$ cat src/rtl/alarm_pkg.sv
`default_nettype none
// ============================================================================
// Package     : alarm_pkg
// Description : Shared types and constants for the alarm controller:
//               FSM state encoding, legal alarm-time ranges, reset alarm
//               value and a small max() helper used to size the timer.
// Revision    : 1.0 - initial release
// ============================================================================
package alarm_pkg;

  typedef enum logic [1:0] {
    IDLE    = 2'd0,
    ARMED   = 2'd1,
    RINGING = 2'd2,
    SNOOZE  = 2'd3
  } alarm_state_e;

  localparam int HOUR_MIN        = 1;
  localparam int HOUR_MAX        = 12;
  localparam int MIN_MAX         = 59;
  localparam int ALARM_RST_HOURS = 12;
  localparam int ALARM_RST_MIN   = 0;

  function automatic int max_int(input int a, input int b);
    return (a > b) ? a : b;
  endfunction

endpackage
`default_nettype wire

$ cat src/rtl/alarm_timer.sv
`default_nettype none
// ============================================================================
// Module      : alarm_timer
// Description : Loadable down-counter shared by the RINGING and SNOOZE
//               states. Load has priority over decrement; the count
//               saturates at zero rather than wrapping.
// Ports       : clk        - clock
//               rst        - asynchronous active-low reset (count -> 0)
//               load_i     - load load_val_i into the counter
//               load_val_i - value to load
//               dec_i      - decrement by one (ignored at zero)
//               zero_o     - counter currently equals zero
// Revision    : 1.0 - initial release
// ============================================================================
module alarm_timer #(
  parameter int WIDTH = 6
) (
  input  logic             clk,
  input  logic             rst,
  input  logic             load_i,
  input  logic [WIDTH-1:0] load_val_i,
  input  logic             dec_i,
  output logic             zero_o
);

  logic [WIDTH-1:0] cnt_q;

  always_ff @(posedge clk or negedge rst) begin
    if (!rst) begin
      cnt_q <= '0;
    end else if (load_i) begin
      cnt_q <= load_val_i;
    end else if (dec_i && (cnt_q != '0)) begin
      cnt_q <= cnt_q - 1'b1;
    end
  end

  assign zero_o = (cnt_q == '0);

endmodule
`default_nettype wire

$ cat src/rtl/alarm_controller.sv
`default_nettype none
// ============================================================================
// Module      : alarm_controller
// Description : Alarm consumer of the real-time clock. Stores a 12-h alarm
//               time through a valid/ready handshake, rings when the clock
//               reaches it, and handles snooze, stop and ring timeout.
// Ports       : clk, rst (async active-low)
//               sec/min/hours         - current time from the clock
//               arm_en                - alarm enable level
//               set_valid/set_ready   - alarm-time handshake
//               set_hours/set_min     - requested alarm time
//               set_err               - one-cycle pulse on rejected time
//               snooze/stop           - user controls, sampled each cycle
//               ringing/snoozing      - state indications
//               snooze_cnt            - snoozes used this alarm event
//               alarm_hours/alarm_min - stored alarm readback
//               beep                  - only with ALARM_BEEP_EN: toggles
//                                       while ringing, first cycle = 1
// Config      : `define ALARM_BEEP_EN to add the beep output.
// Revision    : 1.0 - initial release
// ============================================================================
module alarm_controller
  import alarm_pkg::*;
#(
  parameter  int RING_TIMEOUT = 60,
  parameter  int SNOOZE_LEN   = 300,
  parameter  int SNOOZE_MAX   = 3,
  localparam int SNZ_W        = $clog2(SNOOZE_MAX + 1)
) (
  input  logic             clk,
  input  logic             rst,
  input  logic [5:0]       sec,
  input  logic [5:0]       min,
  input  logic [3:0]       hours,
  input  logic             arm_en,
  input  logic             set_valid,
  output logic             set_ready,
  input  logic [3:0]       set_hours,
  input  logic [5:0]       set_min,
  output logic             set_err,
  input  logic             snooze,
  input  logic             stop,
  output logic             ringing,
  output logic             snoozing,
  output logic [SNZ_W-1:0] snooze_cnt,
  output logic [3:0]       alarm_hours,
  output logic [5:0]       alarm_min
`ifdef ALARM_BEEP_EN
  ,
  output logic             beep
`endif
);

  localparam int c_tmax = max_int(RING_TIMEOUT, SNOOZE_LEN);
  localparam int c_tw   = (c_tmax > 1) ? $clog2(c_tmax) : 1;

  localparam logic [1:0]       c_st_idle    = IDLE;
  localparam logic [1:0]       c_st_armed   = ARMED;
  localparam logic [1:0]       c_st_ringing = RINGING;
  localparam logic [1:0]       c_st_snooze  = SNOOZE;
  localparam logic [c_tw-1:0]  c_ring_load  = c_tw'(RING_TIMEOUT - 1);
  localparam logic [c_tw-1:0]  c_snz_load   = c_tw'(SNOOZE_LEN - 1);
  localparam logic [SNZ_W-1:0] c_snz_max    = SNZ_W'(SNOOZE_MAX);

  logic [1:0]       state_q, state_d;
  logic [SNZ_W-1:0] snz_cnt_q, snz_cnt_d;
  logic [3:0]       alarm_hours_q;
  logic [5:0]       alarm_min_q;
  logic             set_err_q;
  logic             match_q;

  logic             w_match, w_trigger, w_xfer, w_set_ok;
  logic             w_tmr_load, w_tmr_dec, w_tmr_zero;
  logic [c_tw-1:0]  w_tmr_val;

  // Compares against the stored alarm, so a same-cycle set transfer does
  // not affect this cycle's match.
  assign w_match   = (hours == alarm_hours_q) && (min == alarm_min_q) && (sec == 6'd0);
  assign w_trigger = w_match & ~match_q;

  assign set_ready = (state_q == c_st_idle) || (state_q == c_st_armed);
  assign w_xfer    = set_valid & set_ready;
  assign w_set_ok  = (set_hours >= 4'(HOUR_MIN)) && (set_hours <= 4'(HOUR_MAX)) &&
                     (set_min <= 6'(MIN_MAX));

  always_comb begin
    state_d    = state_q;
    snz_cnt_d  = snz_cnt_q;
    w_tmr_load = 1'b0;
    w_tmr_val  = c_ring_load;
    w_tmr_dec  = 1'b0;
    case (state_q)
      c_st_idle: begin
        if (arm_en) state_d = c_st_armed;
      end
      c_st_armed: begin
        if (!arm_en) begin
          state_d = c_st_idle;
        end else if (w_trigger) begin
          state_d    = c_st_ringing;
          snz_cnt_d  = '0;
          w_tmr_load = 1'b1;
        end
      end
      c_st_ringing: begin
        if (!arm_en) begin
          state_d   = c_st_idle;
          snz_cnt_d = '0;
        end else if (stop) begin
          state_d   = c_st_armed;
          snz_cnt_d = '0;
        end else if (snooze && (snz_cnt_q < c_snz_max)) begin
          state_d    = c_st_snooze;
          snz_cnt_d  = snz_cnt_q + 1'b1;
          w_tmr_load = 1'b1;
          w_tmr_val  = c_snz_load;
        end else if (w_tmr_zero) begin
          state_d   = c_st_armed;
          snz_cnt_d = '0;
        end else begin
          w_tmr_dec = 1'b1;
        end
      end
      default: begin // snooze
        if (!arm_en) begin
          state_d   = c_st_idle;
          snz_cnt_d = '0;
        end else if (stop) begin
          state_d   = c_st_armed;
          snz_cnt_d = '0;
        end else if (w_tmr_zero) begin
          state_d    = c_st_ringing;
          w_tmr_load = 1'b1;
        end else begin
          w_tmr_dec = 1'b1;
        end
      end
    endcase
  end

  always_ff @(posedge clk or negedge rst) begin
    if (!rst) begin
      state_q       <= c_st_idle;
      snz_cnt_q     <= '0;
      alarm_hours_q <= 4'(ALARM_RST_HOURS);
      alarm_min_q   <= 6'(ALARM_RST_MIN);
      set_err_q     <= 1'b0;
      match_q       <= 1'b0;
    end else begin
      state_q   <= state_d;
      snz_cnt_q <= snz_cnt_d;
      match_q   <= w_match;
      set_err_q <= w_xfer & ~w_set_ok;
      if (w_xfer && w_set_ok) begin
        alarm_hours_q <= set_hours;
        alarm_min_q   <= set_min;
      end
    end
  end

  alarm_timer #(
    .WIDTH (c_tw)
  ) u_timer (
    .clk        (clk),
    .rst        (rst),
    .load_i     (w_tmr_load),
    .load_val_i (w_tmr_val),
    .dec_i      (w_tmr_dec),
    .zero_o     (w_tmr_zero)
  );

  assign ringing     = (state_q == c_st_ringing);
  assign snoozing    = (state_q == c_st_snooze);
  assign snooze_cnt  = snz_cnt_q;
  assign alarm_hours = alarm_hours_q;
  assign alarm_min   = alarm_min_q;
  assign set_err     = set_err_q;

`ifdef ALARM_BEEP_EN
  logic beep_q;

  // Restarts at 1 on every entry into RINGING, including re-ring after snooze.
  always_ff @(posedge clk or negedge rst) begin
    if (!rst) begin
      beep_q <= 1'b0;
    end else if (state_d == c_st_ringing) begin
      beep_q <= (state_q == c_st_ringing) ? ~beep_q : 1'b1;
    end else begin
      beep_q <= 1'b0;
    end
  end

  assign beep = beep_q;
`endif

endmodule
`default_nettype wire
$ cat config.mk
export PLATFORM = sky130hd
export DESIGN_NAME = alarm_controller
export DESIGN_NICKNAME = d
export VERILOG_FILES = /design/src/rtl/alarm_pkg.sv /design/src/rtl/alarm_timer.sv /design/src/rtl/alarm_controller.sv
export SDC_FILE = /design/constraint.sdc
export NUM_CORES = 1
export LEC_CHECK = 0
export ABC_AREA = 1
export CORE_ASPECT_RATIO = 1.4
export CORE_MARGIN = 3
export CORE_UTILIZATION = 43
export DETAILED_ROUTE_END_ITERATION = 7
export GPL_TIMING_DRIVEN = 0
export PLACE_DENSITY = 0.76
export REMOVE_ABC_BUFFERS = 1
export SYNTH_ARGS = -nofsm -noshare
export SYNTH_HDL_FRONTEND = slang
export SYNTH_SLANG_ARGS = --single-unit
$ cat constraint.sdc
create_clock -name clk -period 1.6 [get_ports clk]
set_input_delay 0.16 -clock clk [delete_from_list [all_inputs] [get_ports clk]]
set_output_delay 0.16 -clock clk [all_outputs]
set_load 0.01 [all_outputs]
Word-level counts from Yosys, hierarchy flattened
Cells that the tools add are included.

storage, ports and cells
  bits in registers = 25
  input bits = 32
  output and inout bits = 16

cells by class
  add/sub/neg operators = 2
  magnitude comparators = 4
  equality and inequality tests = 12
  muxes and demuxes = 42
  bitwise operators = 6
  reductions and logical operators = 16

operator list
  operator                                                                              number
  9-bit two-way mux                                                                     6
  2-bit two-way mux                                                                     18
  1-bit two-way mux                                                                     14
  2-bit one-hot mux with 3 select lines                                                 2
  9-bit logical NOT                                                                     1
  9-bit nonzero test                                                                    1
  9-bit by 1-bit subtractor with 9-bit output (second input constant)                   1
  1-bit logical AND                                                                     7
  6-bit == test                                                                         1
  6-bit <= comparator (second input constant)                                           1
  6-bit logical NOT                                                                     1
  2-bit inequality test (second input constant)                                         3
  6-bit by 1-bit inequality test with 1-bit output (second input constant)              1
  5-bit by 3-bit inequality test with 1-bit output (second input constant)              1
  5-bit AND reduction                                                                   1
  2-bit == test (second input constant)                                                 2
  4-bit == test                                                                         1
  4-bit by 1-bit greater-or-equal comparator with 1-bit output (second input constant)  1
  4-bit <= comparator (second input constant)                                           1
  4-bit by 1-bit inequality test with 1-bit output (second input constant)              1
  4-bit AND reduction                                                                   1
  1-bit AND                                                                             3
  3-bit inequality test (second input constant)                                         1
  1-bit inverter                                                                        3
  9 further kinds                                                                       9

Logic depth before layout (Yosys ltp)
  depth after elaboration = 9
  mapped depth = 13
  gate-level depth less buffers = 13

Hierarchy
A second synthesis with hierarchy kept.

second synthesis, totals
  cell total of the unflattened synthesis = 267
  area, all modules = 1883.1 sq um

modules (own cells, without submodules)
  module            times used  cells each  area an instance (sq um)  seq. area each (sq um)
  alarm_controller  1           168         1223.7                    402.9
  alarm_timer       1           99          659.4                     225.2

Worst setup path before layout
Ideal clock, no wire load.

  path type = register to register
  from = register state_q[1]
  to = register u_timer.cnt_q[7]
  library setup time = 117 ps
  arrival = 1600 ps
  data required time = 1483 ps
  slack = -117 ps
  cell stages (with the launch flop) = 13
  period minus slack after synthesis = 1717 ps
  cells stage by stage = dfrtp_1 > inv_1 > ha_1 > nor2_1 > nand2_4 > nor2_4 > nand2_4 > inv_4 > nand4_4 > nor2_4 > nand3_1 > nand2_1 > nor2_1

between the ends
  longest elaborated chain between the ends = 5
  elaborated cells on any way between the ends = 10

RTL lines
  what                                                                                  RTL line                 text
  start, declared                                                                       alarm_controller.sv:65   logic [1:0] state_q, state_d;
  start signal, assigned                                                                alarm_controller.sv:143  state_q <= c_st_idle;
  start signal, assigned                                                                alarm_controller.sv:150  state_q <= state_d;
  2-bit by 1-bit == test with 1-bit output / 2-bit logical NOT (equally long branches)  alarm_controller.sv:92   case (state_q)
  2-bit OR reduction (no line)                                                          n/a
  1-bit one-hot mux with 2 select lines                                                 alarm_controller.sv:92
  1-bit logical AND                                                                     alarm_timer.sv:33        end else if (dec_i && (cnt_q != '0)) begin
  2-bit nonzero test (no line)                                                          n/a
  end signal, assigned                                                                  alarm_timer.sv:32        cnt_q <= load_val_i;
  end signal, assigned                                                                  alarm_timer.sv:34        cnt_q <= cnt_q - 1'b1;
  end, declared                                                                         alarm_timer.sv:26        logic [WIDTH-1:0] cnt_q;

Parallel ways exist; a longest one is shown, timed or not.
A chain may end at the register's enable or synchronous reset.

Worst setup path in the final report
  from = register alarm_hours_q[3], in the netlist alarm_hours[3]
  to = register u_timer.cnt_q[4]

between the ends
  longest elaborated chain between the ends = 8
  elaborated cells on any way between the ends = 9

RTL lines
  what                                                            RTL line                 text
  start, declared                                                 alarm_controller.sv:67   logic [3:0] alarm_hours_q;
  start signal, assigned                                          alarm_controller.sv:145  alarm_hours_q <= 4'(ALARM_RST_HOURS);
  start signal, assigned                                          alarm_controller.sv:155  alarm_hours_q <= set_hours;
  4-bit == test (*)                                               alarm_controller.sv:78   assign w_match = (hours == alarm_hours_q) && (min == alarm_min_q) && (sec == 6'd0);
  1-bit logical AND (*) (2 in a row)                              alarm_controller.sv:78
  1-bit AND (*)                                                   alarm_controller.sv:79   assign w_trigger = w_match & ~match_q;
  1-bit two-way mux (*)                                           alarm_controller.sv:99   end else if (w_trigger) begin
  1-bit two-way mux (*)                                           alarm_controller.sv:97   if (!arm_en) begin
  1-bit one-hot mux with 3 select lines (*)                       alarm_controller.sv:92
  9-bit two-way mux / 2-bit nonzero test (equally long branches)  n/a

Mark *: on every way between the ends. The rest lies on a longest branch, timed or not.

==> run summary <==
STA
-------------------------------------------------------------------------------------------------
Tcrit/Tclk final                                                                           110.2%
Hold violation total from the final report                                                      0
Worst clock skew                                                                         8.465 ps
Worst Slack Setup Final                                                                 -162.6 ps
Minimum clock period after layout                                                         1763 ps
Worst slew margin                                                                          22.42%
Worst-Margin Slew                                                                         1160 ps
Endpoints failing setup                                                                        23
Number of pins with negative max-slew slack in the final report                                 0
RSZ-0062 raised after global routing                                                          yes
Fmax                                                                                   0.5673 GHz

WORST SETUP PATH
-------------------------------------------------------------------------------------------------
Highest-delay cell along the critical path                                           sky130_fd_sc_hd__dfstp_2
CP startpoint kind                                                                           flop
Endpoint class of the critical path                                                          flop
Data arrival at the endpoint of the critical path                                         1950 ps
Data required, critical path                                                              1790 ps
Highest net fanout along the worst path                                                         6
Largest incremental delay on the critical path                                             580 ps
WS Path Type                                                                           reg -> reg
Ordered cell list for the critical path                                              inv_2 -> nand2_2 -> nand2_2 -> nor2_2 -> nand2_1 -> nor2_2 -> nand4_1 -> nand2_2 -> nand2_4 -> nand2_1 -> nand2_1 -> nand2_1 -> inv_1
Library cell appearing most often on the critical path                               sky130_fd_sc_hd__nand2_1

SYNTH
-------------------------------------------------------------------------------------------------
Main flop type after synthesis                                                       sky130_fd_sc_hd__dfrtp_1
Post-synthesis instance area                                                             1669 um2
Count leader, synth                                                                  sky130_fd_sc_hd__nand2_1
Average cell area after synthesis                                                       7.257 um2
Share of the yosys chip area belonging to registers                                        37.63%
Proportion of synthesized flip-flops having asynchronous set or reset                      100.0%
Syn Inst Count                                                                                230
Area fraction of the dominant cell type after synthesis                                    34.48%
Leading post-synthesis cells by cell area                                            sky130_fd_sc_hd__dfrtp_1 34%, sky130_fd_sc_hd__nand2_1 13%, sky130_fd_sc_hd__inv_1 9.0%
Synth area leader                                                                    sky130_fd_sc_hd__dfrtp_1
Number of warning messages in the yosys log                                                     0
Count of flip-flops with a built-in enable after synthesis                                      0
Flip-flop and latch count after synthesis                                                      25
Number of distinct library cell variants in the gate-level netlist after synthesis             33
Most frequent cells after synthesis                                                  56 x sky130_fd_sc_hd__nand2_1, 40 x sky130_fd_sc_hd__inv_1, 31 x sky130_fd_sc_hd__nor2_1, 23 x sky130_fd_sc_hd__dfrtp_1, 15 x sky130_fd_sc_hd__nand3_1

GRT
-------------------------------------------------------------------------------------------------
Number of global-route vias before repair                                                    1763
Global-route wire length before repair                                                    7383 um
Maximum number of pins on one net before global-route repair                                   26
All-layer global routing usage                                                             20.59%
Remaining global-route overflow                                                                 0
Initial antenna violation count                                                                 0

CLOCK NETWORK
-------------------------------------------------------------------------------------------------
Number of clock buffers inserted by TritonCTS                                                   3
Number of buffers inserted for hold repair after clock tree synthesis                           0
Clock root buffer                                                                    sky130_fd_sc_hd__clkbuf_8
H-tree Lvls                                                                                     1
Clock insertion delay at the later pin of the skew report                                  290 ps
CTS tree                                                                                     done
Clock net sink count                                                                           25
Buffer depth of the longest clock path                                                          2
Worst-path clk slew                                                                        100 ps

PLACE
-------------------------------------------------------------------------------------------------
Post-placement setup slack                                                              -360.8 ps
Detailed placement HPWL                                                                   2817 um
Final Wtd Congestion                                                                       0.8532
Area post-placement                                                                      2187 um2
Number of I/O port buffers                                                                     47

DRT
-------------------------------------------------------------------------------------------------
DRT iter0 DRCs                                                                                 60
Routed Wire Length                                                                        4887 um
Avg WL per Cell                                                                          13.96 um
DRC viols                                                                                       0
First-pass iteration count of the detailed router                                               4
Count of antenna-violating nets left after detailed routing                                     0
Routed via count                                                                             1786
Per-cell via count in the routed design                                                     5.103

STATUS
-------------------------------------------------------------------------------------------------
Outcome                                                                              finished with violations
Failing checks                                                                       negative setup slack

FLOORPLANNING
-------------------------------------------------------------------------------------------------
Total Die Area                                                                           4676 um2
Row count                                                                                      26
Initial core utilization                                                                   45.41%
Core box area                                                                            3676 um2
Ports                                                                                          48
Die height                                                                               79.72 um
Width of the die                                                                         58.66 um

PWR
-------------------------------------------------------------------------------------------------
Proportion of power drawn by flip-flops and latches                                         28.8%
Power density over cell area                                                          1514 nW/um2
Clock Power Share                                                                           10.2%
Internal power of the cells                                                               2306 uW
Gate power share                                                                            61.0%
Max VDD drop                                                                             1.038 mV
P_sw                                                                                      1825 uW
Leakage power figure                                                                  0.001305 uW
Switching Fraction                                                                         44.17%

CELLS AND AREA
-------------------------------------------------------------------------------------------------
Layout area overhead                                                                       63.42%
Non-Filler Cell Area, Final                                                              2728 um2
Net count, final                                                                              348
Fraction of final layout cells with drive strength greater than 1                          31.82%
Diode insertion count for antenna repair                                                        0

MIN PATH
-------------------------------------------------------------------------------------------------
Min-Delay Path Class                                                                    in -> reg

FLOW RUN
-------------------------------------------------------------------------------------------------
Max-capacitance violation count                                                                 0

-- power by group through the flow --
| stage | Sequential [uW] | Clock (uW) | Combinational, uW |
|---|---|---|---|
| 6_report | 1190 | 421 | 2520 |
| 3_3_place_gp | 1130 | 0 | 1620 |
| 2_1_floorplan | 1170 | 0 | 988 |
| 4_1_cts | 1150 | 413 | 2070 |
| 3_5_place_dp | 1140 | 0 | 1640 |
| 5_1_grt | 1210 | 439 | 2750 |
-- layer usage --
| layer | routed length [um] | vias to the layer above | track usage [%] | part of all wire, % |
|---|---|---|---|---|
| met5 | 0 | - | 0 | 0 |
| met1 | 1780 | 840 | 20.69 | 36 |
| met3 | 267 | 12 | 5.016 | 5.5 |
| li1 | - | 878 | - | - |
| met4 | 138 | 0 | 9.977 | 2.8 |
| met2 | 2701 | 56 | 38.26 | 55 |
-- registers in the layout (all words and copies together) (netlist names) --
signal	count
u_timer.cnt_q	9
alarm_min	6
set_err	1
match_q	1
state_q	2
alarm_hours	4
snooze_cnt	2
-- worst max-delay path, delay by kind of cell, from the launching register on --
| kind | cells | cell delay, ps |
|---|---|---|
| buffers and inverters | 2 | 80 |
| AND/OR/NAND/NOR | 11 | 1010 |
| flip-flops | 1 | 580 |
-- placed cells by master (no fill, tap or decap), types with 3 or more instances in the layout --
cell	Yosys	layout
sky130_fd_sc_hd__a21oi_1	10	7
sky130_fd_sc_hd__a21oi_2	1	4
sky130_fd_sc_hd__buf_4	0	19
sky130_fd_sc_hd__buf_6	0	7
sky130_fd_sc_hd__clkbuf_8	0	3
sky130_fd_sc_hd__clkdlybuf4s50_1	0	44
sky130_fd_sc_hd__dfrtp_1	23	21
sky130_fd_sc_hd__ha_4	0	4
sky130_fd_sc_hd__inv_1	40	32
sky130_fd_sc_hd__inv_2	1	6
sky130_fd_sc_hd__inv_4	1	3
sky130_fd_sc_hd__nand2_1	56	50
sky130_fd_sc_hd__nand2_2	1	6
sky130_fd_sc_hd__nand2_4	2	3
sky130_fd_sc_hd__nand3_1	15	13
sky130_fd_sc_hd__nand4_1	3	3
sky130_fd_sc_hd__nand4_4	1	3
sky130_fd_sc_hd__nor2_1	31	18
sky130_fd_sc_hd__nor2_2	2	7
sky130_fd_sc_hd__nor2_4	4	12
sky130_fd_sc_hd__o21ai_1	1	9
-- what timing repair did --
| item | CTS | global route |
|---|---|---|
| gates cloned | 0 | 1 |
| pin swaps | 21 | 22 |
| endpoints found under the setup margin | 26 | 25 |
| setup buffers | 19 | 8 |
| gates resized for setup | 46 | 41 |
-- area by class of cell --
type | count | area (um2)
clock inverters | 1 | 7.507
flip-flops and latches | 25 | 630.6
repair buffers | 75 | 729.5
fillers | 253 | 948.4
well taps | 42 | 52.55
multi-input cells | 162 | 1096
clock buffers | 3 | 41.29
inverters | 42 | 170.2
-- logic make-up after synthesis --
group | after synthesis | share of synthesized area, %
muxes | 1 | 0.6746
and+or+nand+nor | 124 | 35.91
DFF | 25 | 37.63
AOI/OAI and AO/OA | 26 | 8.547
adders and majority gates | 7 | 5.247
xor gates and xnor gates | 4 | 2.099
buffers and inverters | 43 | 9.895
-- stage by stage --
step                      total power [uW]  instances  util (%)  hold WS [ps]  TNS [ps]
after floorplan                       2153        229         -        -135.6    -452.9
after global placement                2752        318     59.50         483.2     -4414
after detailed placement              2785        318     59.50         487.9     -4891
after CTS                             3625        341     68.41         445.2    -777.5
after global routing                  4399        350     74.20         475.8     -3420
final                                 4131        350     74.20         456.6     -1778
-- path summary, 6_finish.rpt --
path	startpoint	to	slack (ps)	cells after the start
worst max-delay path	alarm_hours[3]	u_timer.cnt_q[4]	-160	13
worst min-delay path	set_min[1]	alarm_min[1]	460	3
worst max register to register	alarm_hours[3]	u_timer.cnt_q[4]	-160	13
worst min register to register	alarm_hours[2]	alarm_hours[2]	530	2
max in group asynchronous	rst	state_q[1]	350	1
min in group asynchronous	rst	snooze_cnt[0]	480	1
Power figures use the tool's default switching activity.
